[src/rtl/mb_mem_responder.sv]
// Responder for the mb_op / mb_ack / mb_done bridge.
// Services each initiator request on a req/gnt/rvalid memory bus.
// Commits preload words into the initiator's cache while the initiator is idle.
// Every output is registered. mb_done trails the DONE state by one cycle.
// This keeps freshly captured read data stable for a full cycle before the
// completion pulse.
module mb_mem_responder #(
  parameter int          TIMEOUT_CYCLES = 1024,
  parameter logic [31:0] ERR_DATA       = 32'hDEAD_BEEF
) (
  input  logic        clk,
  input  logic        rst,
  input  logic [3:0]  mb_op,
  input  logic [31:0] mb_addr,
  input  logic [31:0] mb_data_out,
  output logic        mb_ack,
  output logic        mb_done,
  output logic [31:0] mb_data_in,
  output logic        mb_data_we,
  output logic [31:0] mb_addr_in,
  output logic        ext_req,
  output logic        ext_we,
  output logic [31:0] ext_addr,
  output logic [31:0] ext_wdata,
  input  logic        ext_gnt,
  input  logic        ext_rvalid,
  input  logic [31:0] ext_rdata,
  input  logic        pl_valid,
  input  logic [19:0] pl_addr,
  input  logic [31:0] pl_data,
  output logic        pl_ready,
  output logic        err
);

  localparam int               CNT_W    = $clog2(TIMEOUT_CYCLES + 1);
  localparam logic [CNT_W-1:0] CNT_LAST = CNT_W'(TIMEOUT_CYCLES - 1);
  localparam logic [CNT_W-1:0] CNT_ONE  = CNT_W'(1);

  typedef enum logic [2:0] {
    IDLE,
    ACK,
    ISSUE,
    WAIT_RESP,
    DONE,
    PL_SETUP,
    PL_COMMIT
  } state_t;

  state_t           state, state_nxt;
  logic             take_req;
  logic             req_read, req_read_nxt;
  logic [31:0]      req_addr, req_addr_nxt;
  logic [31:0]      req_data, req_data_nxt;
  logic [CNT_W-1:0] cnt, cnt_nxt;
  logic             timed_out;

  logic             ack_nxt, done_nxt, data_we_nxt, pl_ready_nxt, err_nxt;
  logic [31:0]      data_in_nxt, addr_in_nxt;
  logic             ext_req_nxt, ext_we_nxt;
  logic [31:0]      ext_addr_nxt, ext_wdata_nxt;

  // Next-state decode plus the next value of every registered output
  always_comb begin
    state_nxt    = state;
    take_req     = 1'b0;
    cnt_nxt      = cnt;
    data_in_nxt  = mb_data_in;
    data_we_nxt  = 1'b0;
    addr_in_nxt  = mb_addr_in;
    pl_ready_nxt = 1'b0;
    err_nxt      = err;
    timed_out    = (cnt == CNT_LAST);

    case (state)
      IDLE: begin
        if (mb_op == 4'd1 || mb_op == 4'd4) begin
          take_req  = 1'b1;
          state_nxt = ACK;
        end else if (mb_op == 4'd0 && pl_valid) begin
          addr_in_nxt = {12'b0, pl_addr};
          data_in_nxt = pl_data;
          state_nxt   = PL_SETUP;
        end
      end
      ACK: begin
        cnt_nxt   = '0;
        state_nxt = ISSUE;
      end
      ISSUE: begin
        if (ext_gnt) begin
          if (req_read) begin
            cnt_nxt   = '0;
            state_nxt = WAIT_RESP;
          end else begin
            state_nxt = DONE;
          end
        end else if (timed_out) begin
          err_nxt   = 1'b1;
          state_nxt = DONE;
          if (req_read) begin
            data_in_nxt = ERR_DATA;
            data_we_nxt = 1'b1;
          end
        end else begin
          cnt_nxt = cnt + CNT_ONE;
        end
      end
      WAIT_RESP: begin
        if (ext_rvalid) begin
          data_in_nxt = ext_rdata;
          data_we_nxt = 1'b1;
          state_nxt   = DONE;
        end else if (timed_out) begin
          data_in_nxt = ERR_DATA;
          data_we_nxt = 1'b1;
          err_nxt     = 1'b1;
          state_nxt   = DONE;
        end else begin
          cnt_nxt = cnt + CNT_ONE;
        end
      end
      DONE: begin
        state_nxt = IDLE;
      end
      PL_SETUP: begin
        state_nxt = PL_COMMIT;
      end
      PL_COMMIT: begin
        if (mb_op == 4'd0) begin
          pl_ready_nxt = 1'b1;
          state_nxt    = IDLE;
        end else if (mb_op == 4'd1 || mb_op == 4'd4) begin
          take_req  = 1'b1;
          state_nxt = ACK;
        end else begin
          state_nxt = IDLE;
        end
      end
      default: begin
        state_nxt = IDLE;
      end
    endcase

    req_read_nxt  = take_req ? (mb_op == 4'd4) : req_read;
    req_addr_nxt  = take_req ? mb_addr : req_addr;
    req_data_nxt  = take_req ? mb_data_out : req_data;

    ack_nxt       = (state_nxt == ACK);
    done_nxt      = (state == DONE) || (state_nxt == PL_COMMIT);
    ext_req_nxt   = (state_nxt == ISSUE);
    ext_we_nxt    = ext_req_nxt && !req_read_nxt;
    ext_addr_nxt  = ext_req_nxt ? req_addr_nxt : 32'h0;
    ext_wdata_nxt = ext_req_nxt ? req_data_nxt : 32'h0;
  end

  // State, latched request, timeout counter and output registers
  always_ff @(posedge clk) begin
    if (rst) begin
      state      <= IDLE;
      req_read   <= 1'b0;
      req_addr   <= '0;
      req_data   <= '0;
      cnt        <= '0;
      mb_ack     <= 1'b0;
      mb_done    <= 1'b0;
      mb_data_in <= '0;
      mb_data_we <= 1'b0;
      mb_addr_in <= '0;
      ext_req    <= 1'b0;
      ext_we     <= 1'b0;
      ext_addr   <= '0;
      ext_wdata  <= '0;
      pl_ready   <= 1'b0;
      err        <= 1'b0;
    end else begin
      state      <= state_nxt;
      req_read   <= req_read_nxt;
      req_addr   <= req_addr_nxt;
      req_data   <= req_data_nxt;
      cnt        <= cnt_nxt;
      mb_ack     <= ack_nxt;
      mb_done    <= done_nxt;
      mb_data_in <= data_in_nxt;
      mb_data_we <= data_we_nxt;
      mb_addr_in <= addr_in_nxt;
      ext_req    <= ext_req_nxt;
      ext_we     <= ext_we_nxt;
      ext_addr   <= ext_addr_nxt;
      ext_wdata  <= ext_wdata_nxt;
      pl_ready   <= pl_ready_nxt;
      err        <= err_nxt;
    end
  end

endmodule

[config.mk]
export PLATFORM = sky130hd
export DESIGN_NAME = mb_mem_responder
export DESIGN_NICKNAME = d
export VERILOG_FILES = /design/src/rtl/mb_mem_responder.sv
export SDC_FILE = /design/constraint.sdc
export NUM_CORES = 1
export LEC_CHECK = 0
export CORE_MARGIN = 4
export CORE_UTILIZATION = 43
export DETAILED_ROUTE_END_ITERATION = 12
export GPL_TIMING_DRIVEN = 0
export MAX_ROUTING_LAYER = met4
export PLACE_DENSITY = 0.79
export SYNTH_ARGS = -nofsm -noshare
export SYNTH_HDL_FRONTEND = slang
export SYNTH_SLANG_ARGS = --single-unit
[constraint.sdc]
create_clock -name clk -period 3.6 [get_ports clk]
set_clock_uncertainty 0.05 [all_clocks]
set_input_delay 0.9 -clock clk [delete_from_list [all_inputs] [get_ports clk]]
set_output_delay 0.9 -clock clk [all_outputs]
set_load 0.03 [all_outputs]
# Word level (Yosys, flattened, before mapping)
# Index checks and enable logic that the tools add are counted.
# word_totals
out_inout_bits,135
elab_cells,95
inputBits,157
reg_bits,202
# op_classes
n_bitwise,3
reduce_logical,16
mux,39
add_sub_neg,1
eq_ne,20
# ops
cell,count
$mux 32,9
$pmux 32 s3,1
$mux 11,4
$pmux 11 s3,1
$mux 3,6
$pmux 3 s6,1
$mux 1,14
$eq 3x3->1 const B,4
$ne 2x2->1 const B,6
$add 11x1->11 const B,1
$eq 11x10->1 const B,1
$eq 3x2->1 const B,3
$reduce_and 3->1,3
$reduce_and 7->1,1
$eq 3x1->1 const B,2
$ne 3x3->1 const B,2
$pmux 1 s2,3
$reduce_bool 3->1,2
$eq 4x1->1 const B,1
$eq 4x3->1 const B,1
$logic_not 4->1,1
$reduce_or 2->1,2
$logic_not 3->1,1
$not 1->1,3
other kinds (4),6

# Logic depth before layout (Yosys ltp)
# Gate-level depths: netlist of the first run.
# logic_depth
word_depth,8
mapped_depth,8

# Least setup slack after synthesis of the first run
# No wires, ideal clock.
# synth_path
kind,input to register
startpoint,input mb_op[1]
endpoint,register mb_data_in[20]
path_slack_ns,0.712
path_buffers,2
stages,7
setup_ns,0.089
arrival_time_ns,2.750
cell_sequence,or4_4 or4_4 buf_6 a22oi_4 buf_6 a21oi_1 a311oi_2
# synth_via
elab_chain_len,4
word_cells_on_any_way,8
# synth_lines
item,line,source
from (decl),13,"input logic [3:0] mb_op,"
$eq 4x1->1 (tied with other cells),76,if (mb_op == 4'd1 || mb_op == 4'd4) begin
$logic_or 1x1->1 / $logic_and 1x1->1 (equally long branches),"76, 79",
$ne 2x2->1 (no line),--,
$reduce_and 7->1 (no line) *,--,
to (signal assigned),183,mb_data_in <= data_in_nxt;
to (decl),18,"output logic [31:0] mb_data_in,"
# Mark *: on every way between the ends. The rest lies on a longest branch, timed or not.
# A chain may end at the register's enable or synchronous reset.

# Worst setup path after layout of the first run
# layout_path
startpoint,input mb_op[0]
endpoint,register ext_wdata[4]
# layout_via
elab_chain_len,8
word_cells_on_any_way,17
# layout_lines
item,line,source
$eq 4x1->1 (tied with other cells),"76, 132",
$logic_or 1x1->1 / $logic_and 1x1->1 (equally long branches),"76, 132, 79",
$mux 1 / $mux 3 (equally long branches),"76, 132, 79",
$mux 1 / $mux 3 (equally long branches),"129, 76",
$pmux 3 s6,74,case (state)
$eq 3x2->1,150,ext_req_nxt = (state_nxt == ISSUE);
$not 1->1 (no line),--,
$reduce_or 2->1 (no line),--,
to (signal assigned),189,ext_wdata <= ext_wdata_nxt;
to (decl),24,"output logic [31:0] ext_wdata,"
# Parallel ways exist; a longest one is shown, timed or not.

==> results by group, run 1 <==
Timing
  • RSZ-0062 raised after global routing: no
  • Final Hold Fails: 0
  • Worst slew pin tran: 1.153 ns
  • Min Tclk post-route: 3.134 ns
  • Max_slew headroom: 22.47%
  • Final WS setup: between 0.4 and 0.5 ns
  • Slew Limit Fails: 0
  • Max Fclk: between 300 and 400 MHz
  • Tcrit/Tclk final: 87.06%
  • Final setup viols: 0

Clock network
  • CTS tree: yes
  • Hold_buf cts: 0
  • CTS Root Cell: clkbuf_16
  • CTS max path bufs: 3
  • TritonCTS Buffers: 21
  • Clock sink total: 202
  • Setup bufs post-CTS: 0
  • Clock-pin transition on the worst setup and hold timing paths: ~0.060 ns
  • Clk_lat worst skew: 0.50 ns
  • CTS resizes: 0
  • CTS H-tree lvls: 1

Placement
  • PortBufs: 278
  • # placed instances: 1,267
  • Setup WS pre-CTS: -0.05582 ns
  • Post-Place Cell Area: 10,460 µm²
  • RePlAce Congestion: 0.8850
  • DP HPWL: 16,700 µm

Synth
  • Synth cell types: 47
  • Register bit total from synthesis: 202
  • Yosys warnings: 0
  • Synth Cell Area: 7357 µm²
  • Gate Count Post-Synth: 758
  • Post-synth EDFFs: 0
  • Post-synth ARST share: 0%
  • Primary FF master, synth: dfxtp_1
  • Average size of a mapped cell: 9.706 µm²
  • Register area share after synthesis: a little over half

Pwr
  • Power Density: 462.0 nW/µm²
  • Maximum vdd drop: 0.4203 mV
  • Total power draw: 5.166 mW
  • Leakage: 4.428 nW

Routing
  • Detailed-route via count: 6,675
  • TritonRoute pass-1 iters: 7
  • Drt drc: 0
  • Vias per Instance: 5.111
  • Post-DRT Antenna Nets: 0
  • DR iter-0 viols: 336
  • Final WL: 22,650 µm
  • DR WL/cell: about 17 µm

Global route
  • GR Overflow Total: 0
  • First-pass GRT wire length: 35,170 µm
  • Vias in the first global route: ~6,700
  • Largest net degree at the start of global routing: 15
  • Overall Global Routing Usage: 23.04%
  • Initial antenna violation count: 1

Finish
  • Area grow syn2layout: 52.01%
  • Final Cell Area: 11,180 µm²
  • Share of cells above drive strength 1: 8.479%
  • Util after Layout: roughly 67%
  • Fin cells: 1,306
  • Most frequent cells in the layout: 278 x clkdlybuf4s50_1, 202 x dfxtp_1, 138 x nor2_1
  • Most common cell after layout, fill and taps aside: clkdlybuf4s50_1
  • Net count, final: between 1,000 and 1,500

Critical path
  • CP Class: in2reg
  • R2R Path Start: state[1]
  • Worst EP arrival: between 3 and 4 ns
  • CP startpoint: mb_op[0]
  • CP Launch Type: primary input
  • Max FO, Critical Path: 10
  • Worst Path Required: ~3.9 ns
  • Endpoint type of the worst setup path: register

Floorplanning
  • Boundary pin count: 292
  • Die Y: approximately 140 µm
  • Initial Utilization: 44.05%
  • Die area: 19,270 µm²
  • Core area: 16,700 µm²
  • Die width: approximately 140 µm
  • Row cnt: 47

Min path
  • Min-delay src: cnt[10]
  • Hold crit path type: reg2reg

Outcome
  • Outcome: complete, no violations

Job
  • MaxCap Viol Count: 0
-- final timing paths --
check | endpoint | slack [ns] | cells past startpoint
setup reg to reg | ext_wdata[4] | 0.75 | 8
hold reg to reg | cnt[10] | 0.38 | 2
setup / recovery | ext_wdata[4] | 0.47 | 8
hold / removal | cnt[10] | 0.38 | 2
-- Yosys cell counts, types with 5 or more instances --
library cell / count / area share (%)
dfxtp_1: 202 / 55
buf_2: 7 / 0.48
a21oi_1: 64 / 4.4
buf_4: 12 / 1.2
clkbuf_1: 39 / 2.0
a311oi_2: 24 / 4.9
nand3_1: 25 / 1.7
nor2_1: 138 / 7.0
mux2i_1: 65 / 8.8
nand2b_1: 5 / 0.43
nand2_1: 76 / 3.9
nand4_1: 5 / 0.43
a22oi_1: 12 / 1.2
inv_1: 6 / 0.31
buf_1: 5 / 0.26
buf_6: 5 / 0.77
nor2b_1: 7 / 0.60
a311oi_1: 7 / 0.83
-- metrics by stage --
step	hold WS, ns	TNS, ns
after floorplan	0.3611	0
after detailed placement	0.3792	-1.087
after CTS	0.3885	0
final	0.3830	0
after global routing	0.4269	0
after global placement	0.3708	-0.3171
-- power by group --
group	leakage (nW)	internal, mW	switching, mW
sequential	1.63	2.29	0.0224
clock	0.365	1.38	0.888
combinational	2.43	0.295	0.285
-- layer usage --
metal	wire length, µm	vias to the layer above	GRT usage [%]
li1	-	3218	-
met1	8926	3121	25.84
met5	0	-	-
met3	2308	42	8.207
met2	10830	294	38.53
met4	584	0	7.312
-- cell type report --
| class | instances | area, µm² |
|---|---|---|
| Timing Repair Buffer | 278 | 2783 |
| Antenna cell | 1 | 2.502 |
| Tap cell | 220 | 275.3 |
| Clock buffer | 24 | 546.8 |
| Buffer | 68 | 346.6 |
| Fill cell | 1371 | 5518 |
| Inverter | 6 | 22.52 |
| Multi-Input combinational cell | 493 | 2985 |
| Clock inverter | 14 | 177.7 |
| Sequential cell | 202 | 4044 |
-- cells by family after synthesis --
logic type	Yosys count	synth area share, %
simple gates	279	16.34
flops	202	54.97
compound gates	133	14.25
buf+inv	74	5.017
mux	65	8.843
xor+xnor	3	0.3572
fa+ha+maj	1	0.1700
other cells	1	0.05097
-- registers in the layout, summed over array words and instances, names as in the netlist, 3 cells and up --
| register | cells |
|---|---|
| req_addr | 32 |
| ext_addr | 32 |
| ext_wdata | 32 |
| req_data | 32 |
| mb_addr_in | 20 |
| state | 3 |
| mb_data_in | 32 |
| cnt | 11 |
-- critical path, cell delays in order --
cell and delay [ns]:
clkdlybuf4s50_1 0.46, or4_4 0.58, o22ai_1 0.17, a22oi_1 0.11, nand4_1 0.26, clkbuf_1 0.41
buf_1 0.45, nor2_1 0.10
Power figures use the tool's default switching activity.
==> inputs of run 2 (changes only) <==
--- a/config.mk
+++ b/config.mk
@@ -11,6 +11,7 @@
 export GPL_TIMING_DRIVEN = 0
 export MAX_ROUTING_LAYER = met4
 export PLACE_DENSITY = 0.79
+export REMOVE_ABC_BUFFERS = 1
 export SYNTH_ARGS = -nofsm -noshare
 export SYNTH_HDL_FRONTEND = slang
 export SYNTH_SLANG_ARGS = --single-unit
==> results by group, run 2 (synthesis gave the netlist of run 1 again) <==
Critical path
  • Buf/Inv on CP: 1
  • Max FO, Critical Path: 25
  • CP Launch Type: primary input
  • Crit path largest cell delay: 0.83 ns
  • Endpoint type of the worst setup path: register
  • Worst Path Required: 3.86 ns
  • CP delay by family, top: simple AND/OR/NAND/NOR gates
  • Critical Path, Cell by Cell: clkdlybuf4s50_1 > or4_4 > or4_4 > a21oi_4 > a311oi_2
  • Worst EP arrival: 3.72 ns
  • CP Class: in2reg
  • Crit-path most repeated cell: or4_4
  • CP max stage cell: a21oi_4

Timing
  • RSZ-0062 raised after global routing: no
  • Max_slew headroom: 27.28%
  • Worst slew pin tran: 1.082 ns
  • Final Hold Fails: 0
  • Final hold slack: 0.3865 ns
  • Max Fclk: approximately 290 MHz
  • Tcrit/Tclk final: 96.07%
  • Final setup viols: 0
  • Min Tclk post-route: 3.459 ns
  • Slew Limit Fails: 0

Clock network
  • Setup bufs post-CTS: 0
  • CTS max path bufs: 3
  • CTS H-tree lvls: 1
  • Hold_buf cts: 0
  • TritonCTS Buffers: 22
  • Clock sink total: between 200 and 250
  • CTS tree: yes
  • CTS Root Cell: clkbuf_16
  • CTS resizes: 2
  • Clock-pin transition on the worst setup and hold timing paths: around 0.060 ns
  • Clk_lat worst skew: 0.49 ns

Routing
  • DR iter-0 viols: ~300
  • Detailed-route via count: 6,362
  • Vias per Instance: 5.073
  • TritonRoute pass-1 iters: 10
  • Final WL: about 21,000 µm
  • DR WL/cell: approximately 17 µm
  • Post-DRT Antenna Nets: 0
  • Drt drc: 0

Floorplanning
  • Row cnt: 47
  • Die width: ~140 µm
  • Core area: 16,700 µm²
  • Boundary pin count: just under 300
  • Die Y: approximately 140 µm
  • Die area: 19,270 µm²
  • Initial Utilization: 44.05%

Global route
  • Largest net degree at the start of global routing: 73
  • GRT met1 Usage: 25.27%
  • Initial antenna violation count: 1
  • GR Overflow Total: 0
  • GR Util met2: 35.29%
  • First-pass GRT wire length: approximately 32,000 µm
  • Vias in the first global route: 6,135
  • Met3 Track Usage GR: about 4.3%
  • Top Usage Layer GRT: met2
  • Overall Global Routing Usage: 20.83%

Placement
  • DP HPWL: 14,260 µm
  • RePlAce Congestion: around 0.84
  • # placed instances: approximately 1,200
  • PortBufs: 279

Finish
  • Net count, final: 1,175
  • Share of cells above drive strength 1: approximately 8.5%
  • Fin cells: 1,254
  • Fill cell count: 1,299
  • Sequential cell area: 4045 µm²
  • Area grow syn2layout: 52.19%
  • Multi-input gate area: 3042 µm²
  • Most frequent cells in the layout: 278 x clkdlybuf4s50_1, 201 x dfxtp_1, 138 x nor2_1
  • Most common cell after layout, fill and taps aside: clkdlybuf4s50_1

Pwr
  • Leakage: ~4.4 nW
  • Maximum vdd drop: 0.3207 mV
  • Power Density: 481.3 nW/µm²

Job
  • MaxCap Viol Count: 0

Min path
  • Hold crit path type: reg2reg

Outcome
  • Outcome: complete, no violations
-- run 2: cell count changes in the layout (fill, tap and decap cells not counted), moves of 2 or more --
| cell | delta |
|---|---|
| a22oi_2 | +2 |
| clkbuf_8 | +4 |
| buf_4 | -10 |
| buf_1 | -5 |
| buf_16 | +4 |
| clkbuf_16 | +2 |
| buf_2 | -7 |
| buf_8 | +3 |
| clkbuf_1 | -40 |
| clkinv_2 | -4 |
| buf_6 | -3 |
-- run 2: path summary, 6_finish.rpt --
path	cells after the start	slack, ns	startpoint	to
max reg2reg	6	0.37	state[0]	mb_data_in[1]
max	5	0.14	mb_op[0]	mb_data_in[5]
min reg2reg	2	0.39	cnt[10]	cnt[10]
min	2	0.39	cnt[10]	cnt[10]
-- run 2: cell type report --
type                            instances  area share (%)
Sequential cell                       202           36.13
Clock inverter                         11           1.665
Timing Repair Buffer                  289           26.57
Inverter                                6          0.2011
Tap cell                              220           2.458
Multi-Input combinational cell        496           27.17
Antenna cell                            1         0.02235
Clock buffer                           29           5.788
-- run 2: routing by layer --
metal | vias to the layer above | part of all wire [%] | routed length [µm]
met5 | - | 0 | 0
met4 | 0 | 1.9 | 408
met3 | 36 | 7.4 | 1542
met2 | 245 | 49 | 10220
met1 | 2964 | 42 | 8769
li1 | 3117 | - | -
-- run 2: worst register-to-register path: stages (launching register included) --
cell and delay, ns:
dfxtp_2 0.82, nand3b_1 0.64, nor2_1 0.34, nand2_1 0.56, buf_16 0.39, a21oi_1 0.19
a311oi_2 0.07
-- run 2: power breakdown --
group	total [mW]	switching [mW]	internal, mW
sequential	2.32	0.0296	2.29
combinational	0.558	0.270	0.289
clock	2.51	0.882	1.63
-- run 2: stage by stage --
stage	area [µm²]	utilization [%]	setup slack (ns)	power (mW)	setup TNS, ns
floorplan	7052	-	-0.2487	2.622	-26.03
global placement	10120	60.59	-5.477	2.917	-626.92
detailed placement	10330	61.83	-0.6620	2.925	-28.72
CTS	11190	67.03	0.1468	5.448	0
global route	11200	67.04	0.03172	5.578	0
finish	11200	67.04	0.1413	5.390	0
==> inputs of run 3 (changes only) <==
--- a/config.mk
+++ b/config.mk
@@ -8,9 +8,11 @@
 export CORE_MARGIN = 4
 export CORE_UTILIZATION = 43
 export DETAILED_ROUTE_END_ITERATION = 12
+export GPL_ROUTABILITY_DRIVEN = 1
 export GPL_TIMING_DRIVEN = 0
 export MAX_ROUTING_LAYER = met4
 export PLACE_DENSITY = 0.79
+export RECOVER_POWER = 25
 export REMOVE_ABC_BUFFERS = 1
 export SYNTH_ARGS = -nofsm -noshare
 export SYNTH_HDL_FRONTEND = slang
==> results by group, run 3 (synthesis gave the netlist of run 1 again) <==
Timing
  • Max_slew headroom: approximately 28%
  • Final WS setup: about 0.15 ns
  • Setup TNS: 0 ns
  • Slew Limit Fails: 0
  • Worst slew pin tran: 1.066 ns
  • RSZ-0062 raised after global routing: no
  • Tcrit/Tclk final: 95.97%
  • Final setup viols: 0
  • Min Tclk post-route: 3.455 ns
  • Final Hold Fails: 0
  • Max Fclk: 289.4 MHz

Pwr
  • P_int: roughly 4.2 mW
  • Gate power share: between 10% and 20%
  • Sw frac: 21.83%
  • Maximum vdd drop: 0.3199 mV
  • Power Density: 480.6 nW/µm²
  • Total power draw: 5.378 mW
  • Leakage: 4.670 nW
  • Clk network pwr share: 46.5%
  • Power share of the sequential group: 43.2%
  • Sw Pwr: 1.174 mW

Finish
  • Final Cell Area: roughly 11,000 µm²
  • Most frequent cells in the layout: 205 x clkdlybuf4s50_1, 201 x dfxtp_1, 138 x nor2_1
  • Area grow syn2layout: 52.09%
  • Util after Layout: 67.00%
  • Net count, final: 1,175
  • Share of cells above drive strength 1: 8.422%
  • Most common cell after layout, fill and taps aside: clkdlybuf4s50_1

Routing
  • Drt drc: 0
  • Post-DRT Antenna Nets: 0
  • DR iter-0 viols: ~320
  • Final WL: 20,890 µm
  • DR WL/cell: between 15 and 20 µm
  • Detailed-route via count: 6,389
  • Vias per Instance: 5.095
  • TritonRoute pass-1 iters: 7

Critical path
  • CP Launch Type: primary input
  • Crit-path most repeated cell: or4_4
  • Max FO, Critical Path: 25
  • Endpoint type of the worst setup path: register
  • CP max stage cell: a21oi_4
  • Worst EP arrival: 3.71 ns
  • Critical Path, Cell by Cell: clkdlybuf4s50_1 > or4_4 > or4_4 > a21oi_4 > a311oi_2
  • Crit path largest cell delay: about 0.82 ns
  • CP Class: in2reg
  • Worst Path Required: 3.86 ns

Global route
  • Overall Global Routing Usage: 20.83%
  • Vias in the first global route: 6,135
  • GR Overflow Total: 0
  • Initial antenna violation count: 1
  • First-pass GRT wire length: 32,360 µm
  • Largest net degree at the start of global routing: 73

Placement
  • Post-Place Cell Area: slightly above 10,000 µm²
  • DP HPWL: approximately 14,000 µm
  • PortBufs: 279
  • Setup WS pre-CTS: -0.6620 ns
  • RePlAce Congestion: 0.8366

Floorplanning
  • Boundary pin count: 292
  • Row cnt: 47
  • Die width: 138.8 µm
  • Core area: 16,700 µm²
  • Die area: 19,270 µm²
  • Die Y: 138.8 µm
  • Initial Utilization: 44.05%

Clock network
  • CTS Root Cell: clkbuf_16
  • Clock-pin transition on the worst setup and hold timing paths: 0.06 ns
  • Clock sink total: 202
  • CTS max path bufs: 3
  • CTS H-tree lvls: 1
  • TritonCTS Buffers: 22
  • Clk_lat worst skew: 0.49 ns
  • CTS tree: yes

Min path
  • Hold crit path type: reg2reg

Job
  • MaxCap Viol Count: 0

Outcome
  • Outcome: complete, no violations
run 3: path summary, 6_finish.rpt:
kind,slack (ns),startpoint,cells after the start,endpoint
worst max-delay path,0.15,mb_op[0],5,mb_data_in[5]
worst min register to register,0.39,cnt[10],2,cnt[10]
worst min-delay path,0.39,cnt[10],2,cnt[10]
worst max register to register,0.37,state[0],6,mb_data_in[5]
run 3: repair_timing:
item,CTS,global route
buffers inserted,0,0
hold buffers,0,0
endpoints found under the setup margin,82,0
resized for setup,2,0
run 3: power by group through the flow:
| stage | Clock [mW] | Combinational (mW) | Sequential [mW] |
|---|---|---|---|
| final | 2.50 | 0.554 | 2.32 |
| after global routing | 2.65 | 0.593 | 2.33 |
| after CTS | 2.56 | 0.561 | 2.32 |
| after detailed placement | 0 | 0.554 | 2.37 |
| after global placement | 0 | 0.548 | 2.37 |
| after floorplan | 0 | 0.206 | 2.42 |
run 3: metal layers:
metal	up-vias	track usage, %	wire length, µm
met2	257	35.29	10160
met3	32	4.310	1662
met4	0	5.819	473
met1	2981	25.27	8597
li1	3119	-	-
met5	-	-	0
run 3: cell type report:
cell class,count,area (µm²)
Inverter,6,22.52
Antenna cell,1,2.502
Multi-Input combinational cell,496,3034
Fill cell,1301,5512
Sequential cell,202,4045
Timing Repair Buffer,289,2975
Tap cell,220,275.3
Clock inverter,11,186.4
Clock buffer,29,648.1
run 3: worst max-delay path, delay by kind of cell:
kind | cells | cell delay, ns
AO/OA/AOI/OAI | 2 | 1.03
AND/OR/NAND/NOR | 2 | 1.29
buffers and inverters | 1 | 0.47
run 3: per-stage QoR:
stage                     hold slack, ns  std cells
after global routing              0.3972       1254
after global placement            0.3718       1200
after floorplan                   0.3611        701
after CTS                         0.3895       1253
final                             0.3874       1254
after detailed placement          0.3799       1210
